`src/rtl/router_add_seq_pkg.sv`:
```
// ============================================================================
// Module      : router_add_seq_pkg
// Description : Shared types and field widths for the adder-router sequencer.
// Revision    : 1.0 - initial release
// ============================================================================
`default_nettype none

package router_add_seq_pkg;

    localparam int OP_W    = 3;
    localparam int ISEL_W  = 2;
    localparam int OSEL_W  = 3;
    localparam int RPT_W   = 4;
    localparam int ENTRY_W = OP_W + ISEL_W + OSEL_W + RPT_W;

    typedef enum logic [OP_W-1:0] {
        OP_NOP  = 3'b000,
        OP_PS   = 3'b001,
        OP_BYP  = 3'b010,
        OP_ADD  = 3'b011,
        OP_CONS = 3'b100,
        OP_SUM  = 3'b101
    } op_e;

    typedef struct packed {
        op_e               op;
        logic [ISEL_W-1:0] input_sel;
        logic [OSEL_W-1:0] output_sel;
        logic [RPT_W-1:0]  rpt;
    } entry_t;

    typedef enum logic [0:0] {
        ST_IDLE = 1'b0,
        ST_RUN  = 1'b1
    } state_e;

    typedef struct packed {
        logic add_en;
        logic consec_add_en;
        logic bypass_en;
        logic ps_en;
        logic sum_en;
    } en_t;

    // Op codes 110 and 111 fall through to the NOP result.
    function automatic en_t decode_op(input op_e op);
        en_t en;
        en = '0;
        case (op)
            OP_PS:   en.ps_en         = 1'b1;
            OP_BYP:  en.bypass_en     = 1'b1;
            OP_ADD:  en.add_en        = 1'b1;
            OP_CONS: en.consec_add_en = 1'b1;
            OP_SUM:  en.sum_en        = 1'b1;
            default: en = '0;
        endcase
        return en;
    endfunction

endpackage

`default_nettype wire

```
`src/rtl/router_add_seq_cmem.sv`:
```
// ============================================================================
// Module      : router_add_seq_cmem
// Description : DEPTH x ENTRY_W control register file, one write port,
//               combinational read port, no reset on contents.
// Revision    : 1.0 - initial release
// ============================================================================
`default_nettype none

module router_add_seq_cmem
    import router_add_seq_pkg::*;
#(
    parameter int DEPTH = 16,
    parameter int AW    = $clog2(DEPTH)
) (
    input  logic               clk,
    input  logic               wr_en,
    input  logic [AW-1:0]      wr_addr,
    input  logic [ENTRY_W-1:0] wr_data,
    input  logic [AW-1:0]      rd_addr,
    output logic [ENTRY_W-1:0] rd_data
);

    logic [ENTRY_W-1:0] r_mem [DEPTH];

    always_ff @(posedge clk) begin
        if (wr_en) begin
            r_mem[wr_addr] <= wr_data;
        end
    end

    assign rd_data = r_mem[rd_addr];

endmodule

`default_nettype wire

```
`src/rtl/router_add_seq.sv`:
```
// ============================================================================
// Module      : router_add_seq
// Description : Control-memory sequencer driving the adder-router datapath.
//               Optional macro ROUTER_ADD_SEQ_LOOP_EN adds loop_en for
//               continuous program replay.
// Revision    : 1.0 - initial release
// ============================================================================
`default_nettype none

module router_add_seq
    import router_add_seq_pkg::*;
#(
    parameter int DEPTH = 16,
    parameter int AW    = $clog2(DEPTH)
) (
    input  logic               clk,
    input  logic               rstb,
    input  logic               wr_en,
    input  logic [AW-1:0]      wr_addr,
    input  logic [ENTRY_W-1:0] wr_data,
    input  logic               start,
    input  logic               stop,
    input  logic [AW-1:0]      last_addr,
`ifdef ROUTER_ADD_SEQ_LOOP_EN
    input  logic               loop_en,
`endif
    output logic               busy,
    output logic               done,
    output logic               add_sel,
    output logic               add_en,
    output logic               consec_add_en,
    output logic               bypass_en,
    output logic               ps_en,
    output logic               sum_en,
    output logic [ISEL_W-1:0]  input_sel,
    output logic [OSEL_W-1:0]  output_sel
);

    localparam logic [AW-1:0] c_PC_MAX = AW'(DEPTH - 1);

    state_e             r_state,  w_state_nxt;
    logic [AW-1:0]      r_pc,     w_pc_nxt;
    logic [AW-1:0]      r_last,   w_last_nxt;
    logic [RPT_W-1:0]   r_cnt,    w_cnt_nxt;
    logic               r_fin,    w_fin_nxt;
    logic               r_wrap,   w_wrap_nxt;
    en_t                r_en,     w_en_nxt;
    logic [ISEL_W-1:0]  r_isel,   w_isel_nxt;
    logic [OSEL_W-1:0]  r_osel,   w_osel_nxt;
    logic               r_add_sel, w_add_sel_nxt;
    logic               r_done,   w_done_nxt;

    logic [ENTRY_W-1:0] w_rd_data;
    entry_t             w_entry;
    logic               w_loop;

`ifdef ROUTER_ADD_SEQ_LOOP_EN
    assign w_loop = loop_en;
`else
    assign w_loop = 1'b0;
`endif

    router_add_seq_cmem #(
        .DEPTH (DEPTH),
        .AW    (AW)
    ) u_cmem (
        .clk     (clk),
        .wr_en   (wr_en && (r_state == ST_IDLE)),
        .wr_addr (wr_addr),
        .wr_data (wr_data),
        .rd_addr (r_pc),
        .rd_data (w_rd_data)
    );

    assign w_entry = entry_t'(w_rd_data);

    always_ff @(posedge clk) begin
        if (!rstb) begin
            r_state <= ST_IDLE;
        end else begin
            r_state <= w_state_nxt;
        end
    end

    // r_fin marks the cycle holding the final entry's last repeat; the edge
    // after it clears the outputs and raises done.
    always_comb begin
        w_state_nxt   = r_state;
        w_pc_nxt      = r_pc;
        w_last_nxt    = r_last;
        w_cnt_nxt     = r_cnt;
        w_fin_nxt     = r_fin;
        w_wrap_nxt    = 1'b0;
        w_en_nxt      = '0;
        w_isel_nxt    = '0;
        w_osel_nxt    = '0;
        w_add_sel_nxt = 1'b0;
        w_done_nxt    = 1'b0;
        case (r_state)
            ST_IDLE: begin
                if (start) begin
                    w_state_nxt = ST_RUN;
                    w_pc_nxt    = '0;
                    w_cnt_nxt   = '0;
                    w_last_nxt  = last_addr;
                    w_fin_nxt   = 1'b0;
                end
            end
            ST_RUN: begin
                if (stop || r_fin) begin
                    w_state_nxt = ST_IDLE;
                    w_pc_nxt    = '0;
                    w_cnt_nxt   = '0;
                    w_fin_nxt   = 1'b0;
                    w_done_nxt  = !stop;
                end else begin
                    w_en_nxt      = decode_op(w_entry.op);
                    w_isel_nxt    = w_entry.input_sel;
                    w_osel_nxt    = w_entry.output_sel;
                    w_add_sel_nxt = (|w_en_nxt) || (|r_en);
                    w_done_nxt    = r_wrap;
                    if (r_cnt == w_entry.rpt) begin
                        w_cnt_nxt = '0;
                        if (r_pc == r_last) begin
                            if (w_loop) begin
                                w_pc_nxt   = '0;
                                w_wrap_nxt = 1'b1;
                            end else begin
                                w_fin_nxt  = 1'b1;
                            end
                        end else if (r_pc != c_PC_MAX) begin
                            w_pc_nxt = r_pc + 1'b1;
                        end
                    end else begin
                        w_cnt_nxt = r_cnt + 1'b1;
                    end
                end
            end
            default: w_state_nxt = ST_IDLE;
        endcase
    end

    always_ff @(posedge clk) begin
        if (!rstb) begin
            r_pc      <= '0;
            r_last    <= '0;
            r_cnt     <= '0;
            r_fin     <= 1'b0;
            r_wrap    <= 1'b0;
            r_en      <= '0;
            r_isel    <= '0;
            r_osel    <= '0;
            r_add_sel <= 1'b0;
            r_done    <= 1'b0;
        end else begin
            r_pc      <= w_pc_nxt;
            r_last    <= w_last_nxt;
            r_cnt     <= w_cnt_nxt;
            r_fin     <= w_fin_nxt;
            r_wrap    <= w_wrap_nxt;
            r_en      <= w_en_nxt;
            r_isel    <= w_isel_nxt;
            r_osel    <= w_osel_nxt;
            r_add_sel <= w_add_sel_nxt;
            r_done    <= w_done_nxt;
        end
    end

    assign busy          = (r_state == ST_RUN);
    assign done          = r_done;
    assign add_sel       = r_add_sel;
    assign add_en        = r_en.add_en;
    assign consec_add_en = r_en.consec_add_en;
    assign bypass_en     = r_en.bypass_en;
    assign ps_en         = r_en.ps_en;
    assign sum_en        = r_en.sum_en;
    assign input_sel     = r_isel;
    assign output_sel    = r_osel;

endmodule

`default_nettype wire

```
`config.mk`:
```
export PLATFORM = sky130hd
export DESIGN_NAME = router_add_seq
export DESIGN_NICKNAME = d
export VERILOG_FILES = /design/src/rtl/router_add_seq_pkg.sv /design/src/rtl/router_add_seq_cmem.sv /design/src/rtl/router_add_seq.sv
export SDC_FILE = /design/constraint.sdc
export NUM_CORES = 1
export LEC_CHECK = 0
export CAP_MARGIN = 20
export CORE_MARGIN = 4
export CORE_UTILIZATION = 55
export CTS_CLUSTER_SIZE = 25
export DETAILED_ROUTE_END_ITERATION = 6
export PLACE_DENSITY = 0.81
export RECOVER_POWER = 25
export SYNTH_ARGS = -nofsm -noshare
export SYNTH_HDL_FRONTEND = slang
export SYNTH_SLANG_ARGS = --single-unit
```
`constraint.sdc`:
```
create_clock -name clk -period 7.9 [get_ports clk]
set_input_delay 0.79 -clock clk [delete_from_list [all_inputs] [get_ports clk]]
set_output_delay 0.79 -clock clk [all_outputs]
set_load 0.02 [all_outputs]
```
==> summary.txt, run 1 <==
Run status
  • Status: finished clean

Critical path
  • Crit. path cell count: 8
  • CP Data Arrival Time: 3.85 ns
  • CP Launch Type: flop
  • CP endpoint kind: flop
  • Largest delay contributor family on the critical path: multiplexers
  • Reg2Reg Depth: 8
  • Slowest Stage Delay on Critical Path: 0.63 ns
  • Bufs and invs on worst path: 1
  • Crit path cell chain: buf_4 > mux4_2 > mux2i_1 > mux2i_1 > xnor2_1 > nand4_2 > or4_1 > a21oi_1
  • Worst path slowest cell: buf_4
  • CP required: just over 8 ns
  • Critical Path Most Common Cell: mux2i_1
  • Worst Path Class, Setup: reg2reg
  • CP max FO: 43

Clock tree
  • Deepest clock path buffer count: 3
  • CTS tree: built
  • Skew-Pair Late Insertion Delay: ~0.50 ns
  • Post-CTS sizing: 0
  • H-tree lvl count: 1
  • CTS buffer count: 23
  • Worst-path clk slew: about 0.060 ns
  • CTS Root Cell: clkbuf_16
  • Post-CTS Hold Buffers: 0
  • Setup Fix Bufs, Post-CTS: 0
  • Clk sinks: 222

Place
  • Post-DP HPWL: around 10000 um
  • Post-place setup slack: 4.53 ns
  • IO Port Bufs: 37
  • Final estimated routing congestion in global placement: ~0.82

Floorplan
  • Die Wd: 133 um
  • FP Rows: 45
  • Die H: 133 um
  • Die area: 17700 sq um
  • Initial Utilization: 0.565
  • # IOs: 38
  • Core ar.: 15300 sq um

Final layout
  • Most frequent cells in the layout: edfxtp_1, mux4_2, dfxtp_1, clkdlybuf4s50_1, nor2_1
  • Nets@finish: 512
  • Area growth syn-to-layout: 15.6%
  • Commonest non-fill, non-tap cell in the layout: edfxtp_1
  • # fillers: 947
  • Ant. Diodes: 0
  • Share of post-route cells with drive strength above 1: 0.219

Global routing
  • GR Overflow Total: 0
  • GR peak layer: met2
  • Global Route met2 Usage: 0.357
  • Met3 usage: 0.0363
  • Largest net degree at the start of global routing: 44
  • Total global routing track utilization: 0.202
  • Via count of the first global-routing pass: between 4000 and 5000
  • Met1 Usage GRT: 0.263
  • First-pass GRT wire length: approximately 27000 um
  • Initial antenna violation count: 0

Logic synthesis
  • Mean Syn Cell Area: 20.2 sq um
  • Distinct cells, synth: 43
  • Synth Cell Area: 8620 sq um
  • Ys Warns: 0
  • Synthesized flop and latch total: 222
  • Seq/Total Area, Yosys: 0.738
  • Post-synthesis cell count: around 430
  • Syn_nets: 454

Timing
  • Final hold slack: slightly above 0.5 ns
  • Worst Skew: 0.0111 ns
  • Final worst path period need: 3.44 ns
  • Setup TNS: 0 ns
  • Rel. slew slack: 0.263
  • Setup ws final: around 4.5 ns
  • Final Max Slew Viols: 0
  • Setup violators final: 0
  • Fmax: 291 MHz
  • Slew @ Worst Pin: between 1 and 1.5 ns
  • Final Hold Vio Count: 0
  • RSZ-0062 raised after global routing: no
  • Crit share post-route: 0.435

Routing
  • Routed WL: 17300 um
  • Via Count: 4245
  • Initial DRT Pass Iterations: 5
  • DR WL/cell: 24.5 um
  • ANT nets after route: 0
  • DRC errors left: 0
  • Vias per cell: 5.99
  • DR iter-0 viols: between 300 and 400

Flow run
  • Max Cap Viol: 0

Power and ir drop
  • Static Leakage: 3.11 nW
  • Power density cells: 237 nW/um^2
  • VDD IR-drop max: between 0.00015 and 0.0002 V

Worst hold path
  • Hold Crit Depth: 2
  • Worst hold path class: reg2reg
## power by group
group,switching [mW],total [mW],leakage [nW],internal [mW]
Sequential,0.00501,1.29,1.98,1.29
Clock,0.414,1.01,0.339,0.596
Combinational,0.0398,0.0634,0.794,0.0236
## worst register-to-register path, cell delays in order (launching register included)
cell,delay (ns)
dfxtp_2,0.31
buf_4,0.63
mux4_2,0.67
mux2i_1,0.21
mux2i_1,0.18
xnor2_1,0.25
nand4_2,0.31
or4_1,0.63
a21oi_1,0.17
## worst paths after layout
kind | start | to | slack [ns]
hold / removal | sum_en$_SDFF_PP0_ | add_sel$_SDFF_PP0_ | 0.51
hold reg to reg | sum_en$_SDFF_PP0_ | add_sel$_SDFF_PP0_ | 0.51
setup reg to reg | flop | flop | 4.46
setup / recovery | flop | flop | 4.46
## synth_stat cells (all sizes together)
cell	n	area, sq um
edfxtp	192	5770
mux4	57	1310
nor2	31	116
dfxtp	30	601
mux2i	13	130
nand2	11	41.3
buf	10	85.1
xnor2	8	77.6
clkbuf	7	36.3
nor3	7	35.0
nor2b	6	37.5
a21oi	5	25.0
a31oi	5	31.3
nand3	5	25.0
nand4	5	37.5
inv	4	15.0
nand2b	4	25.0
nand4b	4	35.0
o21ai	3	15.0
a21o	2	15.0
ha	2	25.0
o211ai	2	15.0
a32oi	1	8.76
and3	1	6.26
and4b	1	10.0
dlymetal6s2s	1	12.5
mux2	1	11.3
nand3b	1	7.51
nor3b	1	7.51
o2111ai	1	8.76
o211a	1	10.0
o32a	1	10.0
or2	1	6.26
or3	1	6.26
or3b	1	8.76
or4	1	7.51
## final cells by class
type                            instances  area, sq um  area share
Clock buffer                           29          598      0.0600
Clock inverter                          9         91.3     0.00917
Inverter                                4         15.0     0.00151
Multi-Input combinational cell        183         2140       0.215
Sequential cell                       222         6370       0.639
Tap cell                              211          264      0.0265
Timing Repair Buffer                   51          487      0.0489
## through the flow
step	power [mW]	cell area, sq um	util	cells
CTS	2.38	9960	0.653	709
finish	2.37	9960	0.653	709
global placement	1.38	9230	0.605	667
floorplan	1.34	8620	-	427
global route	2.44	9960	0.653	709
detailed placement	1.38	9270	0.608	671
## metal layers
metal / routed length [um] / part of all wire
met1: 6700 / 0.39
met2: 9210 / 0.53
met3: 1220 / 0.070
met4: 208 / 0.012
met5: 0 / 0
## sequential cells by signal (all words and copies together), names as in the netlist, named ones only
register       count
done               1
u_cmem.r_mem     192
r_pc               4
bypass_en          1
add_en             1
add_sel            1
sum_en             1
r_last             4
r_cnt              4
r_fin              1
busy               1
input_sel          2
output_sel         3
ps_en              1
consec_add_en      1
## logic make-up (layout without fill, tap and decap cells)
family	Yosys count	after routing	share of synthesized area
DFF	222	222	0.738
and+or+nand+nor	81	81	0.0479
muxes	71	71	0.168
buffers and inverters	22	93	0.0173
AOI/OAI and AO/OA	21	21	0.0161
xor gates and xnor gates	8	8	0.00900
adders and majority gates	2	2	0.00290
Power figures use the tool's default switching activity.
==> run 2: changes to the inputs <==
Clock period 7.9 ns to 3.22 ns, I/O delays scaled along.
==> run 2 against run 1 <==
  * Routed wire length increased by 4.0%
  * Worst setup slack got worse by 4.1 ns
  * Final area increased by 1.1%
  * Non-clock buffer count increased by 14
  * Cell count increased by 2.1%
  * Combinational power increased to 2.5 times the previous value
  * Fmax increased by 19%
==> summary.txt, run 2 (synthesis gave the netlist of run 1 again) <==
Routing
  • ANT nets after route: 0
  • Routed WL: 18000 um
  • Initial DRT Pass Iterations: 5
  • Via Count: roughly 4400
  • Vias per cell: 6.14
  • DR WL/cell: ~25 um
  • DRC errors left: 0
  • DR iter-0 viols: 398

Clock tree
  • CTS tree: built
  • Post-CTS sizing: 0
  • Setup Fix Bufs, Post-CTS: 0
  • CTS Root Cell: clkbuf_16
  • Post-CTS Hold Buffers: 0
  • Worst-path clk slew: 0.07 ns
  • H-tree lvl count: 1
  • Skew-Pair Late Insertion Delay: approximately 0.5 ns
  • CTS buffer count: 22
  • Clk sinks: about 220
  • Deepest clock path buffer count: 3

Power and ir drop
  • VDD IR-drop max: about 0.0004 V
  • Sequential Power Share: 0.540
  • Power density cells: between 500 and 600 nW/um^2
  • Combinational power share: 0.027
  • Total power: roughly 5.9 mW
  • Sw frac: 0.198
  • Net Sw Power: 1.16 mW
  • Clk pwr share: 0.433
  • P_int: 4.71 mW
  • Static Leakage: 3.20 nW

Critical path
  • CP required: ~3.7 ns
  • CP endpoint kind: flop
  • CP Launch Type: flop
  • Largest delay contributor family on the critical path: multiplexers
  • Reg2Reg Depth: 8
  • CP Data Arrival Time: 3.32 ns
  • Critical Path Most Common Cell: mux2i_1
  • Bufs and invs on worst path: 1
  • Slowest Stage Delay on Critical Path: slightly below 0.6 ns
  • Worst Path Class, Setup: reg2reg
  • R2r setup slk: around 0.33 ns
  • Worst path slowest cell: mux4_1
  • CP max FO: 10
  • Crit path cell chain: buf_4 > mux4_1 > mux2i_1 > mux2i_1 > xnor2_1 > nand4_2 > or4_1 > a21oi_1

Final layout
  • Ant. Diodes: 0
  • Commonest non-fill, non-tap cell in the layout: edfxtp_1
  • Most frequent cells in the layout: edfxtp_1, mux4_2, nor2_1
  • Number of flip-flops in the largest register: 192
  • Register name with the most flops: u_cmem.r_mem
  • Share of post-route cells with drive strength above 1: 0.238
  • Nets@finish: ~530
  • Area growth syn-to-layout: 16.9%

Timing
  • Final worst path period need: 2.89 ns
  • Fmax: between 300 and 400 MHz
  • RSZ-0062 raised after global routing: no
  • Final Hold Vio Count: 0
  • Setup TNS: 0 ns
  • Final Max Slew Viols: 0
  • Setup violators final: 0
  • Crit share post-route: 0.897
  • Worst Skew: 0.0116 ns
  • Rel. slew slack: 0.634
  • Slew @ Worst Pin: 0.548 ns

Flow run
  • Max Cap Viol: 0

Global routing
  • Initial antenna violation count: 0
  • Largest net degree at the start of global routing: 20
  • Total global routing track utilization: 0.207
  • Via count of the first global-routing pass: 4528
  • GR Overflow Total: 0
  • First-pass GRT wire length: 27400 um

Place
  • IO Port Bufs: 37
  • Final estimated routing congestion in global placement: 0.740
  • Post-DP HPWL: around 10000 um

Worst hold path
  • Worst hold path class: in2reg
  • Worst Hold Launch: last_addr[3]
  • Hold Crit Depth: 3
  • Hold Path End: r_last[3]$_SDFFE_PN0P_

Floorplan
  • FP Rows: 45
  • # IOs: 38
  • Core ar.: 15300 sq um
  • Die H: 133 um
  • Die area: 17700 sq um
  • Initial Utilization: 0.565
  • Die Wd: 133 um

Run status
  • Status: finished clean
## run 2: power by group through the flow
stage               clock network, mW  registers, mW  logic [mW]
floorplan                           0           3.23      0.0592
global placement                    0           3.23       0.150
detailed placement                  0           3.23       0.159
CTS                              2.58           3.17       0.161
global route                     2.72           3.17       0.173
finish                           2.54           3.17       0.160
## run 2: area by class of cell
| cell class | count | area, sq um |
|---|---|---|
| sequential | 222 | 6370 |
| multi-input combinational | 183 | 2130 |
| fill | 955 | 5180 |
| tap | 211 | 264 |
| timing repair buffer | 65 | 581 |
| clock buffer | 23 | 554 |
| inverter | 4 | 15.0 |
| clock inverter | 16 | 170 |
## run 2: tightest hold or removal path, cell delays in order
cell	delay, ns
clkdlybuf4s50_1	0.45
mux2i_1	0.06
nor2_1	0.08
## run 2: how the worst max path moves through the flow
stage | from | to | slack (ns) | depth (start not counted)
floorplan | flop | flop | 0.68 | 7
global placement | flop | flop | 0.56 | 8
detailed placement | flop | flop | 0.48 | 8
CTS | flop | flop | 0.35 | 8
global route | flop | flop | 0.20 | 9
finish | flop | flop | 0.33 | 8
## run 2: metrics by stage
| step | std cells | instance area (sq um) | util | setup slack, ns | hold slack (ns) |
|---|---|---|---|---|---|
| floorplan | 427 | 8620 | - | 0.680 | 0.421 |
| global placement | 685 | 9350 | 0.613 | 0.564 | 0.494 |
| detailed placement | 685 | 9350 | 0.613 | 0.483 | 0.507 |
| CTS | 724 | 10100 | 0.660 | 0.347 | 0.447 |
| global route | 724 | 10100 | 0.660 | 0.204 | 0.477 |
| finish | 724 | 10100 | 0.660 | 0.332 | 0.451 |
## run 2: layer usage
metal | part of all wire | vias to the layer above | global-route usage
met2 | 0.54 | 202 | 0.376
met1 | 0.38 | 2318 | 0.260
met4 | 0.015 | 0 | 0.0463
met3 | 0.064 | 32 | 0.0385
met5 | 0 | - | 0
li1 | - | 1893 | -
